### src/rtl/d7s_scan_decoder.sv
// Receive-side decoder for a multiplexed 3-digit 7-segment display.
// Synchronizes and debounces the scan lines, decodes each digit and emits whole frames over valid/ready.
module d7s_scan_decoder #(
    parameter int STABLE_CYCLES  = 4,
    parameter bit SEG_ACTIVE_LOW = 1'b0
) (
    input  logic        clk,
    input  logic        rst_n,
    input  logic [2:0]  transistor,
    input  logic [6:0]  d7sp,
    output logic [11:0] frame_data,
    output logic        frame_valid,
    input  logic        frame_ready,
    output logic        seg_err,
    output logic        sel_err,
    output logic        overrun,
    input  logic        err_clr
);

    localparam logic [7:0] STABLE_W = 8'(STABLE_CYCLES);

    // Returns {error, code}; a blank digit decodes to F without error.
    function automatic logic [4:0] seg_decode(input logic [6:0] seg);
        case (seg)
            7'h3F:   seg_decode = 5'h00;
            7'h06:   seg_decode = 5'h01;
            7'h5B:   seg_decode = 5'h02;
            7'h4F:   seg_decode = 5'h03;
            7'h66:   seg_decode = 5'h04;
            7'h6D:   seg_decode = 5'h05;
            7'h7D:   seg_decode = 5'h06;
            7'h07:   seg_decode = 5'h07;
            7'h7F:   seg_decode = 5'h08;
            7'h6F:   seg_decode = 5'h09;
            7'h00:   seg_decode = 5'h0F;
            default: seg_decode = 5'h1E;
        endcase
    endfunction

    logic [9:0]  r_sync_p0;
    logic [9:0]  r_sync_p1;
    logic [7:0]  r_cnt;
    logic        r_acc_p2;
    logic [11:0] r_slot;
    logic [2:0]  r_seen;
    logic [11:0] r_frame_data;
    logic        r_frame_valid;
    logic        r_seg_err;
    logic        r_sel_err;
    logic        r_overrun;

    logic [7:0]  w_cnt_nxt;
    logic [2:0]  w_sel;
    logic [6:0]  w_seg;
    logic [4:0]  w_dec;
    logic        w_onehot;
    logic        w_wr;
    logic        w_multi;
    logic [11:0] w_slot_nxt;
    logic [2:0]  w_seen_nxt;
    logic        w_complete;
    logic        w_load;
    logic        w_drop;

    always_comb begin
        // The counter tracks how long the value now entering r_sync_p1 has been unchanged.
        w_cnt_nxt = 8'd1;
        if (r_sync_p0 == r_sync_p1)
            w_cnt_nxt = (r_cnt == 8'hFF) ? r_cnt : r_cnt + 8'd1;

        w_sel      = r_sync_p1[9:7];
        w_seg      = SEG_ACTIVE_LOW ? ~r_sync_p1[6:0] : r_sync_p1[6:0];
        w_dec      = seg_decode(w_seg);
        w_onehot   = (w_sel == 3'b001) || (w_sel == 3'b010) || (w_sel == 3'b100);
        w_wr       = r_acc_p2 && w_onehot;
        w_multi    = r_acc_p2 && (w_sel != 3'b000) && !w_onehot;

        w_slot_nxt = r_slot;
        for (int i = 0; i < 3; i++) begin
            if (w_wr && w_sel[i])
                w_slot_nxt[4*i +: 4] = w_dec[3:0];
        end
        w_seen_nxt = r_seen | (w_wr ? w_sel : 3'b000);
        w_complete = w_wr && (w_seen_nxt == 3'b111);
        w_load     = w_complete && (!r_frame_valid || frame_ready);
        w_drop     = w_complete && r_frame_valid && !frame_ready;
    end

    always_ff @(posedge clk or negedge rst_n) begin
        if (!rst_n) begin
            r_sync_p0     <= '0;
            r_sync_p1     <= '0;
            r_cnt         <= '0;
            r_acc_p2      <= 1'b0;
            r_slot        <= 12'hFFF;
            r_seen        <= '0;
            r_frame_data  <= '0;
            r_frame_valid <= 1'b0;
            r_seg_err     <= 1'b0;
            r_sel_err     <= 1'b0;
            r_overrun     <= 1'b0;
        end else begin
            // p0/p1: two-flop synchronizer for the asynchronous scan lines
            r_sync_p0 <= {transistor, d7sp};
            r_sync_p1 <= r_sync_p0;
            // p2: one accept strobe per stable run
            r_cnt     <= w_cnt_nxt;
            r_acc_p2  <= (w_cnt_nxt == STABLE_W) && (r_cnt != STABLE_W);
            // p3: slot write and frame hand-off
            r_slot    <= w_slot_nxt;
            r_seen    <= w_complete ? 3'b000 : w_seen_nxt;
            if (w_load) begin
                r_frame_data  <= w_slot_nxt;
                r_frame_valid <= 1'b1;
            end else if (r_frame_valid && frame_ready) begin
                r_frame_valid <= 1'b0;
            end
            r_seg_err <= (w_wr && w_dec[4]) || (r_seg_err && !err_clr);
            r_sel_err <= w_multi || (r_sel_err && !err_clr);
            r_overrun <= w_drop || (r_overrun && !err_clr);
        end
    end

    assign frame_data  = r_frame_data;
    assign frame_valid = r_frame_valid;
    assign seg_err     = r_seg_err;
    assign sel_err     = r_sel_err;
    assign overrun     = r_overrun;

endmodule

### config.mk
export PLATFORM = sky130hd
export DESIGN_NAME = d7s_scan_decoder
export DESIGN_NICKNAME = d
export VERILOG_FILES = /design/src/rtl/d7s_scan_decoder.sv
export SDC_FILE = /design/constraint.sdc
export NUM_CORES = 1
export LEC_CHECK = 0
export CAP_MARGIN = 20
export CORE_MARGIN = 1
export CORE_UTILIZATION = 35
export CTS_CLUSTER_DIAMETER = 80
export DETAILED_ROUTE_END_ITERATION = 10
export GPL_TIMING_DRIVEN = 0
export PLACE_DENSITY_LB_ADDON = 0.15
export SLEW_MARGIN = 20
export SYNTH_ARGS = -nofsm -noshare
export SYNTH_HDL_FRONTEND = slang
export SYNTH_SLANG_ARGS = --single-unit
### constraint.sdc
create_clock -name clk -period 5.6 [get_ports clk]
set_input_delay 1.12 -clock clk [delete_from_list [all_inputs] [get_ports clk]]
set_output_delay 1.12 -clock clk [all_outputs]
set_load 0.02 [all_outputs]
==> results.ini <==
[run_status]
status=finished, final reports clean

[floorplan]
die_y_um=90.93
core_area_mm2=0.007687
ios=30
initial_utilization=0.3600
num_rows=32
dieWidth_um=90.93
dieArea_mm2=0.008267

[route]
drt-wirelength-per-cell_um=13.16
dr.pass1.iters=4
via_count=1914
ant_nets=0
post-route-drc-count=0
routed_via_density=4.858
wl_um=5184
dr.first_iter.drc_count=66

[final_layout]
area_growth_syn_to_layout_pct=22.74
fin_nets=303
drive_above_1_share=0.1918
antenna_cells=0
post-route-util=0.4419

[critical_path]
cp_cell_sequence=clkdlybuf4s50_1 > nand2b_1 > o211ai_1 > o21ba_2 > buf_4 > mux2_2
cp_data_arrival_time_ns=2.76
start_kind=input port
cp-end-kind=flip-flop
critical_path_class=in -> reg
critPathRequiredTime_ns=5.82
cp_slowest_cell=clkdlybuf4s50_1
critical_path.max_fanout=10
cpPeakStageDelay_ns=0.44

[job]
maxCapViolCount=0

[power]
p_per_area_mw_per_mm2=257.7
p_int_w=0.0006790
p_seq_frac=0.511
ir_drop_mv=0.1595
p_clk_frac=0.435
p_leak_nw=1.386
swShare=0.2245
p_comb_frac=0.054
p_sw_w=0.0001966

[synthesis]
synthTopCellsByArea=dfrtp_1 43%, dfstp_2 11%, nor2_1 3.4%
synthAdderAreaFrac=0.009042
yosys_register_bits=60
synth_top_family_by_area=simple AND/OR/NAND/NOR gates
synth_top_area_frac=0.4340
synth-main-ff-cell=dfrtp_1
synth_area_per_cell_um2=11.25
yosysMostFrequentCell=dfrtp_1
synth_area_mm2=0.002768
ys_types=55
synth-edff-count=0
synth.yosys.warnings=0
yosys.area_share.simple=0.1971
yosys.area.top_type=dfrtp_1
synthMuxAreaShare=0.05922
async_reset_ff_frac=1.000
syn-instance-count=246
synth_xor_area_frac=0.04114
synth_compound_area_frac=0.1108
ys_seq_area_frac=0.5479
synth_common_cells=48 x dfrtp_1, 25 x nor2_1, 16 x a21oi_1, 14 x o21ai_0, 12 x dfstp_2
synth_fp_nets=262

[clock_tree]
ctsResizeCount=0
cts_setup_buffers=0
cts_inserted_buffers=9
clk_path_buf_depth=2
clock_latency_ns=0.33
htreeDepth=3
clock_sinks=60
cts_tree=done
postCtsHoldBufs=0
cts_root_buf=clkbuf_8
clkTransAtPathRegs_ns=0.07

[global_route]
antenna_found_initial=0
grt_first_pass_wirelength_um=9232
grt_max_degree=35
grt_usage=0.1430
gr-total-overflow=0
grt_pass1_vias=1864

[timing]
max_slew_margin=0.6280
hold_ws_ns=0.3917
rsz0062_at_grt=no
drv_slew=0
timing.final.crit_share=0.4532
fin_crit_ns=2.538
hold_viol=0
fin_ws_ns=3.062
max_freq_mhz=394.0
tns_ns=0
skew_ns=0.01056
setup_violations=0
worst_pin_slew_ns=0.5580

[place]
dp_slack_ns=2.698
place_hpwl_um=3688
gp_congestion=0.8234
numPortBuffers=29

[hold_path]
hp-class=reg -> reg

registers in the layout, summed over array words and instances (netlist names):
register and count:
r_acc_p2 1, sel_err 1, r_slot 12, r_seen 3, frame_data 12, r_sync_p1 10, overrun 1, r_cnt 8
frame_valid 1, r_sync_p0 10, seg_err 1
worst paths after layout:
| check | start | end | slack [ns] | cells after the start |
|---|---|---|---|---|
| max in group asynchronous | rst_n | r_slot[3] | 4.35 | 2 |
| min in group asynchronous | rst_n | seg_err | 0.69 | 1 |
| min reg2reg | r_sync_p0[1] | r_sync_p1[1] | 0.39 | 0 |
| min | r_sync_p0[1] | r_sync_p1[1] | 0.39 | 0 |
| max | frame_ready | frame_data[8] | 3.06 | 6 |
| max reg2reg | r_sync_p1[3] | frame_data[10] | 3.47 | 5 |
placed cells by master, fill, tap and decap left out, drive strengths merged, types with 2 or more instances in the layout:
master and n:
nand3b 3, xor2 8, a21oi 18, dfstp 12
o32ai 4, nor3b 2, nor3 3, nand3 9
and3 6, nand2b 7, mux2i 7, clkinv 3
nor4b 2, and4 2, dfrtp 48, nand2 11
or4b 2, nor4 3, o21ai 14, ha 2
o211ai 2, mux2 7, clkbuf 16, buf 10
clkdlybuf4s50 28, inv 5, nor2 25, nor2b 5
nand4 4, xnor2 5
per-layer routing:
layer	part of all wire	GRT usage
met5	0	0
met4	0.017	0.06349
met3	0.034	0.04040
met2	0.44	0.2083
met1	0.51	0.1973
power by group through the flow:
stage / Sequential, W / Clock, W / Combinational (W)
after floorplan: 0.000454 / 0 / 0.0000246
after global placement: 0.000455 / 0 / 0.0000468
after detailed placement: 0.000455 / 0 / 0.0000488
after CTS: 0.000448 / 0.000391 / 0.0000490
after global routing: 0.000448 / 0.000415 / 0.0000536
final: 0.000447 / 0.000380 / 0.0000477
cell type report:
type,instances,area (µm²)
fillers,764,4290
flip-flops and latches,60,1516
multi-input cells,168,1155
repair buffers,30,307.8
clock buffers,11,141.4
well taps,102,127.6
plain buffers,13,77.57
clock inverters,5,52.55
inverters,5,18.77
kinds of logic (layout without fill, tap and decap cells):
kind of cell	after synthesis	count (layout)
AND/OR/NAND/NOR	92	92
flip-flops	60	60
AO/OA/AOI/OAI	47	47
buffers and inverters	18	64
multiplexers	14	14
XOR/XNOR	13	13
adder cells (fa/ha/maj)	2	2
worst max-delay path: cells and delay by family:
family | cells | cell delay (ns)
mux | 1 | 0.35
simple gates | 1 | 0.16
compound gates | 2 | 0.46
buf+inv | 2 | 0.67
through the flow:
step                      std cells  area [µm²]  total power (W)
after floorplan                 246        2768        0.0004784
after global placement          377        3186        0.0005020
after detailed placement        378        3203        0.0005041
after CTS                       394        3397        0.0008879
after global routing            394        3397        0.0009172
final                           394        3397        0.0008756
(Power assumes the default switching activity.)
==> edit (same flow settings) <==
Register the output `sel_err` once more, cleared by the reset; this adds one clock of latency there. The other outputs are not delayed to match.
--- a/src/rtl/d7s_scan_decoder.sv
+++ b/src/rtl/d7s_scan_decoder.sv
@@ -124,7 +124,13 @@
     assign frame_data  = r_frame_data;
     assign frame_valid = r_frame_valid;
     assign seg_err     = r_seg_err;
-    assign sel_err     = r_sel_err;
+    always_ff @(posedge clk or negedge rst_n) begin
+        if (!rst_n) begin
+            sel_err <= '0;
+        end else begin
+            sel_err <= r_sel_err;
+        end
+    end
     assign overrun     = r_overrun;
 
 endmodule
Function: changed (Yosys sat finds a counterexample within 10 cycles, from zero or initial values and one cycle with rst_n low).
==> edit against the original RTL <==
Sequential cell count rose by 1. Final area rose by 0.52%. Routed wire length rose by 1.4%. Setup slack improved by 0.024 ns. Non-clock buffer count fell by 1. Count of clock-buffer cells in the layout rose by 2. Synthesized cell count fell by 2.4%. Area after synthesis rose by 1.5%. Power fell by 3.7%. Via count rose by 0.31%.
==> edit: results (changes against the original RTL) <==
vias in the first global route: 1855 (-0.48%)
gr usage total: 14.24% (-0.064 points)
Synth area leaders: dfrtp_1, dfstp_2, xor2_1, mux2i_1, nor2_1
CTS Root Cell: clkbuf_8
clock slew at reported path FFs: 0.06 ns
GP Congestion: 0.7932 (-3.7%)
Fillers: 731 (-4.3%)
vias per cell: 4.961 (+2.1%)
async set-reset flop share out of synthesis: 100.0% (unchanged)
post-CTS sizing: 0 (unchanged)
Max Buffers Root-to-Sink: 2 (unchanged)
Worst Max-Slew Pin Slew: 0.5571 ns (-0.0009593 ns)
Post-Route WL: 5255 um (+1.4%)
critical path arrival: 2.73 ns (-0.03 ns)
final net count: 297 (-2.0%)
Synth cell types: 58 (+5.5%)
sequential fraction of the synthesis area: 54.85% (+0.061 points)
ant diodes: 0 (unchanged)
Iteration-0 DRC Markers: 31 (-53%)
Max VDD drop: 101.3 uV (-37%)
pin count of the biggest net entering global routing: 36 (+2.9%)
Post-DP HPWL: 3668 um (-0.55%)
post-synth net total: 256 (-2.3%)
Leak Pwr: 1.391 nW (+0.38%)
first-pass GRT wire length: 9170 um (-0.67%)
pre-CTS setup slack: 2.723 ns (+0.02471 ns)
clk_skew: 0.01218 ns (+0.001617 ns)
commonest cells in the netlist: dfrtp_1, nor2_1, nand2_1
total CTS buffers: 9 (unchanged)
status: complete, no violations
YS warnings: 0 (unchanged)
htree depth: 3 (unchanged)
layout cells sized above 1: 21.05% (+1.9 points)
edit: cell types whose count changed after synthesis, moves of 3 or more:
cell / unedited run / this run
a21oi_1: 16 / 10
mux2_4: 4 / 1
nor2_1: 25 / 21
nor2b_1: 5 / 2
clkbuf_8: 0 / 3
buf_4: 5 / 2
o21ai_0: 14 / 10
mux2_2: 3 / 6
edit: cell type report:
type	instances	area share [%]
clock inverters	2	0.2931
well taps	102	3.738
inverters	6	0.6596
flip-flops and latches	61	45.14
plain buffers	12	3.335
repair buffers	30	9.014
clock buffers	13	4.654
multi-input cells	161	33.16
edit: final timing paths:
check	start	end	slack, ns	depth (start not counted)
setup reg to reg	r_sync_p1[8]$_DFF_PN0_	frame_data[11]$_DFFE_PN0P_	3.53	6
max in group asynchronous	rst_n	r_sync_p1[3]$_DFF_PN0_	4.40	2
hold / removal	r_sel_err$_DFF_PN0_	sel_err$_DFF_PN0_	0.39	0
hold reg to reg	r_sel_err$_DFF_PN0_	sel_err$_DFF_PN0_	0.39	0
min in group asynchronous	rst_n	frame_data[1]$_DFFE_PN0P_	0.71	1
setup / recovery	frame_ready	frame_data[11]$_DFFE_PN0P_	3.09	6
edit: cell families after synthesis:
kind of cell	count (synthesis)	synth area share [%]
AO/OA/AOI/OAI	48	12.07
XOR/XNOR	13	4.052
adder cells (fa/ha/maj)	2	0.8903
AND/OR/NAND/NOR	82	17.01
multiplexers	16	6.277
flip-flops	61	54.85
buffers and inverters	18	4.853
edit: metrics by stage:
| stage | instance area, um2 | cells |
|---|---|---|
| 6_report | 3415 | 387 |
| 5_1_grt | 3415 | 387 |
| 4_1_cts | 3415 | 387 |
| 3_5_place_dp | 3246 | 372 |
| 3_3_place_gp | 3228 | 371 |
| 2_1_floorplan | 2810 | 240 |
edit: power by group:
group          internal (W)  switching, W  leakage (nW)
clock              0.000181      0.000160        0.0893
combinational     0.0000230     0.0000244         0.545
sequential         0.000449    0.00000649         0.757
total              0.000653      0.000191          1.39
edit: critical path, stage by stage:
cell and delay, ns:
clkdlybuf4s50_1 0.44, nand2b_1 0.17, o211ai_1 0.11, o21ba_2 0.33, buf_4 0.22, mux2_2 0.34
edit: per-layer routing:
metal,GRT usage [%],vias to the layer above,part of all wire (%)
met3,3.769,10,3.6
met4,7.143,0,1.9
met2,20.18,40,43
met5,0,-,0
met1,19.90,930,51
li1,-,940,-
